$ cat config.mk
export PLATFORM = sky130hd
export DESIGN_NAME = vx_barrier_ctrl
export DESIGN_NICKNAME = d
export VERILOG_FILES = /design/src/rtl/vx_barrier_ctrl_pkg.sv /design/src/rtl/vx_barrier_ctrl_entry.sv /design/src/rtl/vx_barrier_ctrl.sv
export SDC_FILE = /design/constraint.sdc
export NUM_CORES = 1
export LEC_CHECK = 0
export CAP_MARGIN = 20
export CORE_MARGIN = 1
export CORE_UTILIZATION = 45
export DETAILED_ROUTE_END_ITERATION = 10
export GPL_ROUTABILITY_DRIVEN = 0
export GPL_TIMING_DRIVEN = 1
export PLACE_DENSITY = 0.63
export SLEW_MARGIN = 10
export SYNTH_ARGS = -nofsm -noshare
export SYNTH_HDL_FRONTEND = slang
export SYNTH_HIERARCHICAL = 1
export SYNTH_SLANG_ARGS = --single-unit
$ cat constraint.sdc
create_clock -name clk_i -period 6.23 [get_ports clk_i]
set_clock_uncertainty 0.15 [all_clocks]
set_input_delay 0.623 -clock clk_i [delete_from_list [all_inputs] [get_ports clk_i]]
set_output_delay 0.623 -clock clk_i [all_outputs]
set_load 0.01 [all_outputs]
$ cat src/rtl/vx_barrier_ctrl_pkg.sv
// Shared sizing, descriptor types and per-barrier state encoding for the
// warp barrier controller.
package vx_barrier_ctrl_pkg;

    localparam int NW_WIDTH       = 4;
    localparam int NB_WIDTH       = 2;
    localparam int ISSUE_WIDTH    = 2;
    localparam int NUM_WARPS_DFLT = 1 << NW_WIDTH;
    localparam int CW             = NW_WIDTH + 1;

    typedef struct packed {
        logic [NB_WIDTH-1:0] id;
        logic                is_global;
        logic [NW_WIDTH-1:0] size_m1;
        logic                is_noop;
    } barrier_t;

    typedef struct packed {
        logic [NB_WIDTH-1:0] id;
    } gbar_req_t;

    typedef struct packed {
        logic [NB_WIDTH-1:0] id;
    } gbar_rsp_t;

    typedef enum logic [1:0] {
        BAR_IDLE    = 2'd0,
        BAR_COLLECT = 2'd1,
        BAR_GREQ    = 2'd2,
        BAR_GWAIT   = 2'd3
    } bar_state_e;

endpackage

$ cat src/rtl/vx_barrier_ctrl_entry.sv
// One barrier table slot: wait mask, arrival count, latched descriptor and
// the slot's collect / global-handshake state.
//   state   | meaning
//   IDLE    | empty; if rel_q is set the mask is the release shown this cycle
//   COLLECT | at least one warp waiting, target count not yet reached
//   GREQ    | global barrier complete locally, request pending to the sync
//   GWAIT   | request accepted, waiting for the matching completion response
module vx_barrier_ctrl_entry
    import vx_barrier_ctrl_pkg::*;
#(
    parameter int NUM_WARPS = NUM_WARPS_DFLT
) (
    input  logic                 clk_i,
    input  logic                 reset_n_i,
    input  logic [NUM_WARPS-1:0] acc_mask_i,
    input  logic [CW-1:0]        cnt_i,
    input  logic [NW_WIDTH-1:0]  size_m1_i,
    input  logic                 global_i,
    input  logic                 done_i,
    input  logic                 gnt_i,
    input  logic                 rsp_hit_i,
    output bar_state_e           state_o,
    output logic [NUM_WARPS-1:0] mask_o,
    output logic [CW-1:0]        cnt_o,
    output logic [NW_WIDTH-1:0]  size_m1_o,
    output logic                 global_o,
    output logic                 rel_o
);

    bar_state_e           state_q, state_d;
    logic [NUM_WARPS-1:0] mask_q, mask_d;
    logic [CW-1:0]        cnt_q, cnt_d;
    logic [NW_WIDTH-1:0]  size_q, size_d;
    logic                 glob_q, glob_d;
    logic                 rel_q, rel_d;

    always_ff @(posedge clk_i or negedge reset_n_i) begin
        if (!reset_n_i) begin
            state_q <= BAR_IDLE;
            mask_q  <= '0;
            cnt_q   <= '0;
            size_q  <= '0;
            glob_q  <= 1'b0;
            rel_q   <= 1'b0;
        end else begin
            state_q <= state_d;
            mask_q  <= mask_d;
            cnt_q   <= cnt_d;
            size_q  <= size_d;
            glob_q  <= glob_d;
            rel_q   <= rel_d;
        end
    end

    always_comb begin
        state_d = state_q;
        mask_d  = mask_q;
        cnt_d   = cnt_q;
        size_d  = size_q;
        glob_d  = glob_q;
        rel_d   = 1'b0;
        // The released mask lives exactly one cycle; new arrivals start afresh.
        if (rel_q) begin
            mask_d = '0;
            cnt_d  = '0;
        end
        case (state_q)
            BAR_IDLE, BAR_COLLECT: begin
                if (|acc_mask_i) begin
                    mask_d  = mask_d | acc_mask_i;
                    cnt_d   = cnt_i;
                    size_d  = size_m1_i;
                    glob_d  = global_i;
                    state_d = BAR_COLLECT;
                    if (done_i) begin
                        if (global_i) begin
                            state_d = BAR_GREQ;
                        end else begin
                            state_d = BAR_IDLE;
                            rel_d   = 1'b1;
                            cnt_d   = '0;
                        end
                    end
                end
            end
            BAR_GREQ: begin
                if (gnt_i) state_d = BAR_GWAIT;
            end
            BAR_GWAIT: begin
                if (rsp_hit_i) begin
                    state_d = BAR_IDLE;
                    rel_d   = 1'b1;
                    cnt_d   = '0;
                end
            end
            default: state_d = BAR_IDLE;
        endcase
    end

    assign state_o   = state_q;
    assign mask_o    = mask_q;
    assign cnt_o     = cnt_q;
    assign size_m1_o = size_q;
    assign global_o  = glob_q;
    assign rel_o     = rel_q;

endmodule

$ cat src/rtl/vx_barrier_ctrl.sv
// Warp barrier controller: accepts per-channel warp arrivals, releases locally
// completed barriers and hands global ones to an external synchroniser.
module vx_barrier_ctrl
    import vx_barrier_ctrl_pkg::*;
#(
    parameter int NUM_WARPS    = NUM_WARPS_DFLT,
    parameter int NUM_BARRIERS = 1 << NB_WIDTH,
    parameter int NUM_REQS     = ISSUE_WIDTH
) (
    input  logic                              clk_i,
    input  logic                              reset_n_i,
    input  logic [NUM_REQS-1:0]               arr_valid_i,
    input  logic [NUM_REQS-1:0][NW_WIDTH-1:0] arr_wid_i,
    input  barrier_t [NUM_REQS-1:0]           arr_bar_i,
    output logic                              release_valid_o,
    output logic [NUM_WARPS-1:0]              release_wmask_o,
    output logic [NUM_WARPS-1:0]              stalled_wmask_o,
    output logic                              gbar_req_valid_o,
    output logic [NB_WIDTH-1:0]               gbar_req_id_o,
    input  logic                              gbar_req_ready_i,
    input  logic                              gbar_rsp_valid_i,
    input  logic [NB_WIDTH-1:0]               gbar_rsp_id_i,
    output logic                              err_valid_o
);

    bar_state_e           state    [NUM_BARRIERS];
    logic [NUM_WARPS-1:0] mask     [NUM_BARRIERS];
    logic [CW-1:0]        cnt      [NUM_BARRIERS];
    logic [NW_WIDTH-1:0]  size_m1  [NUM_BARRIERS];
    logic [NUM_WARPS-1:0] acc_mask [NUM_BARRIERS];
    logic [CW-1:0]        cnt_w    [NUM_BARRIERS];
    logic [NW_WIDTH-1:0]  size_w   [NUM_BARRIERS];

    logic [NUM_BARRIERS-1:0] glob, rel, glob_w, full, fresh, open_w;
    logic [NUM_BARRIERS-1:0] greq, gnt, rsp_hit;
    logic [NUM_WARPS-1:0]    stalled, released, taken, wbit;
    logic [NB_WIDTH-1:0]     pe;
    logic                    hit, err_arr, err_rsp;
    gbar_req_t               req_sel;
    gbar_rsp_t               rsp;

    logic                    err_q, err_d;
    logic                    lock_q, lock_d;
    logic [NB_WIDTH-1:0]     lock_id_q, lock_id_d;

    for (genvar g = 0; g < NUM_BARRIERS; g++) begin : g_entry
        vx_barrier_ctrl_entry #(.NUM_WARPS(NUM_WARPS)) u_entry (
            .clk_i      (clk_i),
            .reset_n_i  (reset_n_i),
            .acc_mask_i (acc_mask[g]),
            .cnt_i      (cnt_w[g]),
            .size_m1_i  (size_w[g]),
            .global_i   (glob_w[g]),
            .done_i     (full[g]),
            .gnt_i      (gnt[g]),
            .rsp_hit_i  (rsp_hit[g]),
            .state_o    (state[g]),
            .mask_o     (mask[g]),
            .cnt_o      (cnt[g]),
            .size_m1_o  (size_m1[g]),
            .global_o   (glob[g]),
            .rel_o      (rel[g])
        );
    end

    always_comb begin
        stalled  = '0;
        released = '0;
        greq     = '0;
        for (int b = 0; b < NUM_BARRIERS; b++) begin
            stalled |= mask[b];
            if (rel[b]) released |= mask[b];
            greq[b] = (state[b] == BAR_GREQ);
        end
    end

    // Channels are walked in order so earlier accepted arrivals block later
    // duplicates and overflow of the same cycle.
    always_comb begin
        taken   = '0;
        wbit    = '0;
        hit     = 1'b0;
        err_arr = 1'b0;
        fresh   = '0;
        open_w  = '0;
        full    = '0;
        glob_w  = glob;
        for (int b = 0; b < NUM_BARRIERS; b++) begin
            fresh[b]    = rel[b] || (state[b] == BAR_IDLE);
            open_w[b]   = fresh[b] || (state[b] == BAR_COLLECT);
            cnt_w[b]    = rel[b] ? '0 : cnt[b];
            size_w[b]   = size_m1[b];
            acc_mask[b] = '0;
        end
        for (int c = 0; c < NUM_REQS; c++) begin
            if (arr_valid_i[c] && !arr_bar_i[c].is_noop) begin
                wbit = '0;
                wbit[arr_wid_i[c]] = 1'b1;
                hit = 1'b0;
                for (int b = 0; b < NUM_BARRIERS; b++) begin
                    if (arr_bar_i[c].id == NB_WIDTH'(b)) begin
                        hit = 1'b1;
                        if (|((stalled | taken) & wbit) || !open_w[b] || full[b]) begin
                            err_arr = 1'b1;
                        end else begin
                            if (fresh[b]) begin
                                size_w[b] = arr_bar_i[c].size_m1;
                                glob_w[b] = arr_bar_i[c].is_global;
                                fresh[b]  = 1'b0;
                            end else if (arr_bar_i[c].size_m1 != size_w[b]) begin
                                err_arr = 1'b1;
                            end
                            taken       = taken | wbit;
                            acc_mask[b] = acc_mask[b] | wbit;
                            cnt_w[b]    = cnt_w[b] + CW'(1);
                            if (cnt_w[b] == CW'(size_w[b]) + CW'(1)) full[b] = 1'b1;
                        end
                    end
                end
                if (!hit) err_arr = 1'b1;
            end
        end
    end

    assign rsp = '{id: gbar_rsp_id_i};

    always_comb begin
        rsp_hit = '0;
        for (int b = 0; b < NUM_BARRIERS; b++) begin
            rsp_hit[b] = gbar_rsp_valid_i && (rsp.id == NB_WIDTH'(b)) && (state[b] == BAR_GWAIT);
        end
        err_rsp = gbar_rsp_valid_i && !(|rsp_hit);
    end

    // Fixed priority picks the lowest pending barrier; once a request is shown
    // without ready it is pinned so the id cannot change under the requester.
    always_comb begin
        pe = '0;
        for (int b = NUM_BARRIERS - 1; b >= 0; b--) begin
            if (greq[b]) pe = NB_WIDTH'(b);
        end
        req_sel.id = lock_q ? lock_id_q : pe;
    end

    assign gbar_req_valid_o = lock_q || (|greq);
    assign gbar_req_id_o    = req_sel.id;

    always_comb begin
        gnt = '0;
        for (int b = 0; b < NUM_BARRIERS; b++) begin
            gnt[b] = gbar_req_valid_o && gbar_req_ready_i && (req_sel.id == NB_WIDTH'(b));
        end
        lock_d    = gbar_req_valid_o && !gbar_req_ready_i;
        lock_id_d = req_sel.id;
        err_d     = err_arr || err_rsp;
    end

    always_ff @(posedge clk_i or negedge reset_n_i) begin
        if (!reset_n_i) begin
            err_q     <= 1'b0;
            lock_q    <= 1'b0;
            lock_id_q <= '0;
        end else begin
            err_q     <= err_d;
            lock_q    <= lock_d;
            lock_id_q <= lock_id_d;
        end
    end

    assign release_valid_o = |rel;
    assign release_wmask_o = released;
    assign stalled_wmask_o = stalled;
    assign err_valid_o     = err_q;

endmodule

# [Word-level counts from Yosys, hierarchy flattened]
# Index checks and enable logic that the tools add are counted.
[op_classes] mux=305 bitwise=35 reduce_logical=84 n_eq_ne=52 n_lt_le_gt_ge=4 n_addsub=16
[op_table] cell="$mux 16" count=53
[op_table] cell="$or 16x16->16" count=27
[op_table] cell="$mux 4" count=53
[op_table] cell="$reduce_or 16->1" count=12
[op_table] cell="$mux 5" count=36
[op_table] cell="$and 16x16->16" count=8
[op_table] cell="$mux 64" count=2
[op_table] cell="$mux 1" count=120
[op_table] cell="$mux 2" count=25
[op_table] cell="$add 4x1->5 const B" count=8
[op_table] cell="$add 5x1->5 const B" count=8
[op_table] cell="$eq 5x5->1" count=8
[op_table] cell="$mux 20" count=2
[op_table] cell="$pmux 5 s2" count=4
[op_table] cell="$eq 2x2->1 const B" count=16
[op_table] cell="$ne 4x4->1" count=8
[op_table] cell="$ne 2x1->1 const B" count=12
[op_table] cell="$pmux 2 s3" count=4
[op_table] cell="$logic_or 1x1->1" count=22
[op_table] cell="$logic_and 1x1->1" count=19
[op_table] cell="$eq 2x1->1 const B" count=8
[op_table] cell="$logic_not 2->1" count=8
[op_table] cell="$reduce_and 3->1" count=4
[op_table] cell="$reduce_or 4->1" count=3
[op_table] cell="other kinds (7)" count=26
[totals] reg_bits=120 output_inout_bits=37

# [Logic depth before layout (Yosys ltp)]
# Gate-level depths: netlist (run 1).
[depth] depth_word=74 depth_mapped=23

# [Modules after synthesis]
# The synthesis (run 1) kept the hierarchy.
[by_module_without_submodules] module="vx_barrier_ctrl" cells_per_inst=953 n_inst=1 area_each_um2=6259.8
[by_module_without_submodules] module="vx_barrier_ctrl_entry" cells_per_inst=81 n_inst=4 area_each_um2=1148.6

# [Worst setup path after synthesis (run 1)]
# Ideal clock, no wire load.
[synth_path] path_type="input-to-reg" startpoint="input port arr_bar_i[2] (netlist bit)" endpoint="register g_entry[2].u_entry.glob_q" setup_time_ns=0.125 required_ns=5.955 arrival_time_ns=4.818 setup_slack_ns=1.137 path_stages=21 cell_sequence="clkbuf_1 mux2i_1 inv_1 ha_1 inv_1 maj3_1 a22o_1 a311o_2 a2111oi_2 nor2_1 o2111ai_1 or3_1 buf_6 buf_4 o22ai_1 nor4_1 nand4_1 nor2b_4 buf_6 buf_6 mux2_4"
[synth_lines] element="start, declared" line="vx_barrier_ctrl.sv:14" source="input barrier_t [NUM_REQS-1:0] arr_bar_i,"
[synth_lines] element="end signal, assigned" line="vx_barrier_ctrl_entry.sv:50" source="glob_q <= glob_d;"
[synth_lines] element="end, declared" line="vx_barrier_ctrl_entry.sv:34" source="logic glob_q, glob_d;"

==> summary.md, run 1 <==
| Metric | Value |
|---|---|
| Worst Tran Pin Value | `0.917 ns` |
| Initial Utilization | `46.1%` |
| Worst Path Arrival | `6.20 ns` |
| Post-cts resize count | `0` |
| Final HPWL from detailed placement | `29300 µm` |
| Hold Violations, Final | `0` |
| Fin crit period | `5.99 ns` |
| Min-delay worst type | `primary input to async pin` |
| Pleak | `5.33 nW` |
| Reg-to-Reg Start | `g_entry[1].u_entry/state_o[0]` |
| Post-synth cell types | `88` |
| Clock network fraction of design power | `25.4%` |
| Setup Slack @ Placement | `-0.0578 ns` |
| Post-synthesis cell count | `1277` |
| Clock Tree Root | `clkbuf_16` |
| H-tree levels | `4` |
| Synth Net Count | `1325` |
| FF-to-FF End | `g_entry[2].u_entry/mask_o[5]` |
| Int Power | `2.36 mW` |
| NetSw | `1.60 mW` |
| Clk_lat worst skew | `0.43 ns` |
| Slowest CP cell | `or4_1` |
| Final Util | `53.9%` |
| Worst R2R Setup Slack | `0.25 ns` |
| IO Pins | `69` |
| Slowest stage delay, CP | `0.80 ns` |
| Number of buffers created by CTS | `17` |
| Total grt overflow | `0` |
| Layout area overhead | `16.9%` |
| Avg Cell Area, Syn | `8.50 µm²` |
| Initial antenna violation count | `0` |
| Register share of total power | `26.3%` |
| Worst-path fanout max | `17` |
| Max Slew Vio Count | `0` |
| Final Setup Violations | `0` |
| YS warnings | `6` |
| Die area | `24700 µm²` |
| CTS tree | `yes` |
| Post-DRT Antenna Nets | `0` |
| Post-Route Setup TNS | `0 ns` |
| Row cnt | `56` |
| Vias | `11000` |
| FF-to-FF path depth | `18` |
| Initial DRC count | `1248` |
| Worst setup margin | `0.244 ns` |
| Fmax | `0.167 GHz` |
| Crit. End Element | `flop` |
| IO Port Bufs | `68` |
| Post-synth EDFFs | `0` |
| Data required, critical path | `6.44 ns` |
| Die Span Y | `157 µm` |
| DRT Wirelength | `38700 µm` |
| Total Power | `3.96 mW` |
| Kind of critical path | `primary input to flop` |
| RSZ-0062 raised after global routing | `false` |
| Post-DR wirelength/cell | `23.0 µm` |
| Synth Register Bits | `120` |
| Post-Syn Area | `10900 µm²` |
| Vias in the first global route | `10500` |
| Final period util | `96.1%` |
| Synth async-reset ratio | `100%` |
| N_diodes | `0` |
| Vias per Instance | `6.54` |
| Cell Pwr Density | `312 nW/µm²` |
| Core Region | `23500 µm²` |
| Combinational share of power | `48.3%` |
| Gr usage total | `32.0%` |
| Maximum vdd drop | `0.162 mV` |
| Switching share of power | `40.4%` |
| Setup bufs post-CTS | `0` |
| Chip width | `157 µm` |
| Startpoint class of the critical path | `primary input` |
| Total of max-cap violations | `0` |
| First-pass GRT wire length | `60400 µm` |
| Synth Flop Type | `dfrtp_1` |
| Post-route DRC | `0` |
| Cts hold-fix bufs | `0` |
| Largest net degree at the start of global routing | `62` |
| Crit path from | `arr_wid_i[5]` |
| Final Hold Slack | `0.149 ns` |
| Clock Pin Slew Worst Setup and Hold Paths | `0.06 ns` |
| Critical Path, Cell by Cell | `clkdlybuf4s50_1, or4_1, o22ai_1, o22a_1, nor4_1, o41ai_4, a2111oi_2, o31ai_1, o2111ai_1, or3_1, buf_4, o22ai_1, nor4_2, nand4_1, nor2b_4, buf_4, a22o_1` |
| Register area share after synthesis | `27.7%` |
| Share of layout cells above drive strength 1 | `14.6%` |
| CTS Sinks | `120` |
| Max-slew headroom | `38.9%` |
| 1st-pass router iterations | `7` |
| Status | `finished, final reports clean` |
| NumNets Final | `1401` |
| Buffer depth of the longest clock path | `2` |
cell usage after synthesis (8+ instances only):
| cell | count | share of area, % |
|---|---|---|
| a21oi_1 | 35 | 1.6 |
| a22o_1 | 81 | 6.5 |
| a22oi_1 | 33 | 2.3 |
| a32o_1 | 12 | 1.1 |
| and2_1 | 15 | 0.86 |
| buf_2 | 17 | 0.78 |
| buf_4 | 8 | 0.55 |
| buf_6 | 9 | 0.93 |
| clkbuf_1 | 59 | 2.0 |
| dfrtp_1 | 120 | 28 |
| ha_1 | 16 | 1.8 |
| inv_1 | 39 | 1.3 |
| mux2_2 | 34 | 3.5 |
| mux2_4 | 9 | 1.2 |
| mux2i_1 | 25 | 2.3 |
| nand2_1 | 89 | 3.1 |
| nand2b_1 | 16 | 0.92 |
| nand3_1 | 27 | 1.2 |
| nand4_1 | 16 | 0.92 |
| nand4b_1 | 11 | 0.89 |
| nand4bb_1 | 9 | 0.93 |
| nor2_1 | 97 | 3.4 |
| nor2b_1 | 30 | 1.7 |
| nor3_1 | 22 | 1.0 |
| nor4_1 | 38 | 2.2 |
| o21ai_0 | 39 | 1.8 |
| o22ai_1 | 95 | 5.5 |
| o31ai_1 | 11 | 0.76 |
| or2_2 | 9 | 0.52 |
| or3_1 | 15 | 0.86 |
| xnor2_1 | 78 | 6.3 |
| xor2_1 | 38 | 3.1 |
logic make-up after synthesis:
logic type,count (synthesis),synth area share (%)
buffers and inverters,140,5.94
AO/OA/AOI/OAI,374,25.3
flip-flops,120,27.7
multiplexers,71,7.52
AND/OR/NAND/NOR,438,22.2
adder cells (fa/ha/maj),17,1.94
XOR/XNOR,117,9.51
power groups by stage:
stage	logic [mW]	registers (mW)	clock network, mW
2_1_floorplan	1.34	1.00	0
3_3_place_gp	1.83	1.05	0
3_5_place_dp	1.86	1.05	0
4_1_cts	1.87	1.04	1.02
5_1_grt	2.07	1.06	1.05
6_report	1.91	1.04	1.01
per-layer routing:
layer / share of wire [%] / vias to the layer above / global-route usage (%)
met2: 46 / 613 / 51.9
met3: 7.8 / 134 / 6.00
met1: 42 / 5305 / 40.9
li1: - / 4967 / -
met5: 0 / - / 0
met4: 4.6 / 0 / 15.0
registers in the layout, summed over array words and instances (netlist names):
signal	count
g_entry.u_entry/mask_o	64
g_entry.u_entry/cnt_o	20
g_entry.u_entry/size_m1_o	16
g_entry.u_entry/state_o	8
g_entry.u_entry/global_o	4
g_entry.u_entry/rel_o	4
lock_id_q	2
err_valid_o	1
lock_q	1
worst max-delay path: cells and delay by family:
kind / cells / cell delay, ns
AO/OA/AOI/OAI: 8 / 2.21
buffers and inverters: 3 / 1.20
AND/OR/NAND/NOR: 6 / 2.17
worst max path at each step:
stage / slack, ns / endpoint / cells after the start
detailed placement: -0.06 / g_entry[2].u_entry/mask_o[5] / 18
CTS: 0.1 / g_entry[2].u_entry/mask_o[5] / 18
finish: 0.24 / g_entry[2].u_entry/mask_o[5] / 17
global placement: 0.0002 / g_entry[2].u_entry/size_m1_o[2] / 17
floorplan: 1.14 / g_entry[2].u_entry/global_o / 21
global route: 0.02 / g_entry[2].u_entry/mask_o[5] / 18
placed cells by master, fill, tap and decap left out, types with 16 or more instances in the layout:
cell type,n
dfrtp_1,120
a22oi_1,33
mux2i_1,25
nor4_1,37
inv_1,39
xnor2_1,78
nor3_1,22
o21ai_0,39
nand3_1,27
a22o_1,81
nand4_1,16
clkbuf_16,17
clkdlybuf4s50_1,67
mux2_2,34
buf_4,87
o22ai_1,95
nand2b_1,16
nand2_1,89
xor2_1,38
nor2b_1,30
a21oi_1,35
ha_1,16
nor2_1,97
cell type report:
cell class	count	area (µm²)
inverter	43	161
multi-input combinational	1017	7220
tap	319	399
fill	2235	10900
sequential	120	3000
timing repair buffer	154	1320
clock buffer	20	457
clock inverter	11	124
metrics by stage:
| stage | instances | area, µm² |
|---|---|---|
| detailed placement | 1653 | 12100 |
| finish | 1684 | 12700 |
| global route | 1684 | 12700 |
| floorplan | 1277 | 10900 |
| CTS | 1684 | 12700 |
| global placement | 1653 | 12100 |
Power figures use the tool's default switching activity.
==> run 2: changes to the inputs <==
CORE_ASPECT_RATIO = 0.6   (was unset)
==> run 2 against run 1 <==
Net effect:
- die area about the same
- via count is 3.1% higher
- register-to-register slack improved by 0.13 ns
- design area is 2.9% higher
- sequential share of layout area decreased by 0.67 points
- non-clock buffer count grew 46
- largest power group unchanged
==> summary.md, run 2 (synthesized netlist as in run 1, its figures left out) <==
| Metric | Value |
|---|---|
| Vias per Instance | `6.58` |
| Final Hold Slack | `0.375 ns` |
| Die Span Y | `122 µm` |
| Worst-path fanout max | `23` |
| Worst path bufs/invs | `2` |
| Setup bufs post-CTS | `0` |
| Combinational share of power | `49.7%` |
| Post-Route Setup TNS | `0 ns` |
| Initial Utilization | `46.4%` |
| IO Pins | `69` |
| Clk_lat worst skew | `0.44 ns` |
| Post-route DRC | `0` |
| Vias in the first global route | `10300` |
| First-pass GRT wire length | `62900 µm` |
| Startpoint class of the critical path | `flop` |
| Pleak | `5.55 nW` |
| Layout area overhead | `20.3%` |
| Initial antenna violation count | `1` |
| Hold Violations, Final | `0` |
| Clock Tree Root | `clkbuf_16` |
| Number of buffers created by CTS | `17` |
| Post-DRT Antenna Nets | `0` |
| Total grt overflow | `0` |
| Status | `finished, final reports clean` |
| Share of layout cells above drive strength 1 | `16.9%` |
| Critical Path, Cell by Cell | `nor4_1, o22ai_1, nor2_1, nand4_1, nor3_1, a311o_2, a2111oi_2, o31ai_1, o2111ai_1, or3_1, buf_4, o22ai_1, nor4_1, buf_4, nand4_1, nor2b_4, mux2_2` |
| Final HPWL from detailed placement | `31500 µm` |
| Hold path start | `g_entry[2].u_entry/global_o` |
| Initial DRC count | `1535` |
| 1st-pass router iterations | `6` |
| Kind of critical path | `flop to flop` |
| Worst Tran Pin Value | `0.955 ns` |
| Total of max-cap violations | `0` |
| Final Setup Violations | `0` |
| Fmax | `0.171 GHz` |
| IO Port Bufs | `68` |
| H-tree levels | `4` |
| NetSw | `1.63 mW` |
| Max-slew headroom | `35.7%` |
| Register share of total power | `25.4%` |
| Min-delay worst type | `flop to flop` |
| Gr usage total | `33.8%` |
| DRT Wirelength | `41600 µm` |
| Final period util | `93.9%` |
| Max Slew Vio Count | `0` |
| NumNets Final | `1447` |
| Worst Path Arrival | `6.03 ns` |
| Largest net degree at the start of global routing | `75` |
| Data required, critical path | `6.41 ns` |
| CTS Sinks | `120` |
| Reg-to-Reg Start | `g_entry[0].u_entry/mask_o[6]` |
| Cell Pwr Density | `313 nW/µm²` |
| Post-DR wirelength/cell | `24.1 µm` |
| Slowest CP cell | `nor4_1` |
| # fillers | `2122` |
| Maximum vdd drop | `0.179 mV` |
| Core Region | `23400 µm²` |
| Area of the multi-input gates | `7210 µm²` |
| Clock network fraction of design power | `24.8%` |
| Total Power | `4.08 mW` |
| Die area | `24800 µm²` |
| Switching share of power | `40.0%` |
| Buffer depth of the longest clock path | `2` |
| Row cnt | `43` |
| Register area | `3000 µm²` |
| CTS tree | `yes` |
| Chip width | `203 µm` |
| N_diodes | `0` |
| Vias | `11400` |
| Slowest stage delay, CP | `0.83 ns` |
| Most common cell after layout, fill and taps aside | `buf_4` |
| Crit path from | `g_entry[0].u_entry/mask_o[6]` |
| Clock Pin Slew Worst Setup and Hold Paths | `0.06 ns` |
| CP top delay family | `simple AND/OR/NAND/NOR gates` |
| Max reg flops | `64` |
| Int Power | `2.45 mW` |
| RSZ-0062 raised after global routing | `false` |
| Crit. End Element | `flop` |
| Fin crit period | `5.85 ns` |
| Most frequent cells in the layout | `buf_4, dfrtp_1, nor2_1, o22ai_1, nand2_1` |
==> run 2: cell types whose count changed in the layout (fill, tap and decap cells not counted), moves of 2 or more <==
cell	change
clkinv_4	-2
buf_12	+2
buf_4	+42
clkbuf_1	+3
==> run 2: power groups by stage <==
stage	clock network, mW	logic (mW)	registers (mW)
6_report	1.01	2.03	1.04
5_1_grt	1.05	2.18	1.05
2_1_floorplan	0	1.34	1.00
4_1_cts	1.02	1.98	1.03
3_3_place_gp	0	1.93	1.04
3_5_place_dp	0	1.96	1.04
==> run 2: final cells by class <==
| type | count | area share (%) |
|---|---|---|
| tap | 315 | 3.02 |
| timing repair buffer | 200 | 13.1 |
| multi-input combinational | 1017 | 55.2 |
| inverter | 43 | 1.24 |
| clock inverter | 9 | 0.958 |
| clock buffer | 22 | 3.48 |
| sequential | 120 | 23.0 |
==> run 2: worst paths after layout <==
path	endpoint	slack, ns	cells after the start
min	g_entry[2].u_entry/global_o	0.37	1
max	g_entry[2].u_entry/size_m1_o[1]	0.38	17
min in group asynchronous	g_entry[0].u_entry/mask_o[4]	0.51	2
max reg2reg	g_entry[2].u_entry/size_m1_o[1]	0.38	17
max in group asynchronous	g_entry[3].u_entry/mask_o[14]	4.10	4
min reg2reg	g_entry[2].u_entry/global_o	0.37	1
==> run 2: worst reg2reg max path: stages, from the launching register on <==
cell and delay, ns:
dfrtp_1 0.40, nor4_1 0.83, o22ai_1 0.16, nor2_1 0.17, nand4_1 0.20, nor3_1 0.37, a311o_2 0.33, a2111oi_2 0.12
o31ai_1 0.33, o2111ai_1 0.24, or3_1 0.44, buf_4 0.23, o22ai_1 0.29, nor4_1 0.10, buf_4 0.17, nand4_1 0.11
nor2b_4 0.68, mux2_2 0.41
==> run 2: metal layers <==
metal / vias to the layer above / track usage (%) / part of all wire, %
met4: 2 / 9.45 / 2.1
met1: 5438 / 51.7 / 47
met2: 782 / 42.6 / 37
met5: - / 0 / 0.031
li1: 5050 / - / -
met3: 89 / 12.6 / 15
==> run 2: timing repair <==
action	CTS	global route
resized for setup	0	0
hold endpoints to repair	0	12
endpoints found under the setup margin	0	0
hold buffers	0	1
==> run 2: per-stage QoR <==
step / worst slack [ns] / area, µm² / instances / utilization [%]
6_report: 0.377 / 13100 / 1726 / 55.8
5_1_grt: 0.117 / 13100 / 1726 / 55.8
4_1_cts: 0.534 / 13000 / 1724 / 55.6
3_5_place_dp: 0.143 / 12400 / 1693 / 53.2
3_3_place_gp: 0.134 / 12400 / 1693 / 53.2
2_1_floorplan: 1.14 / 10900 / 1277 / -
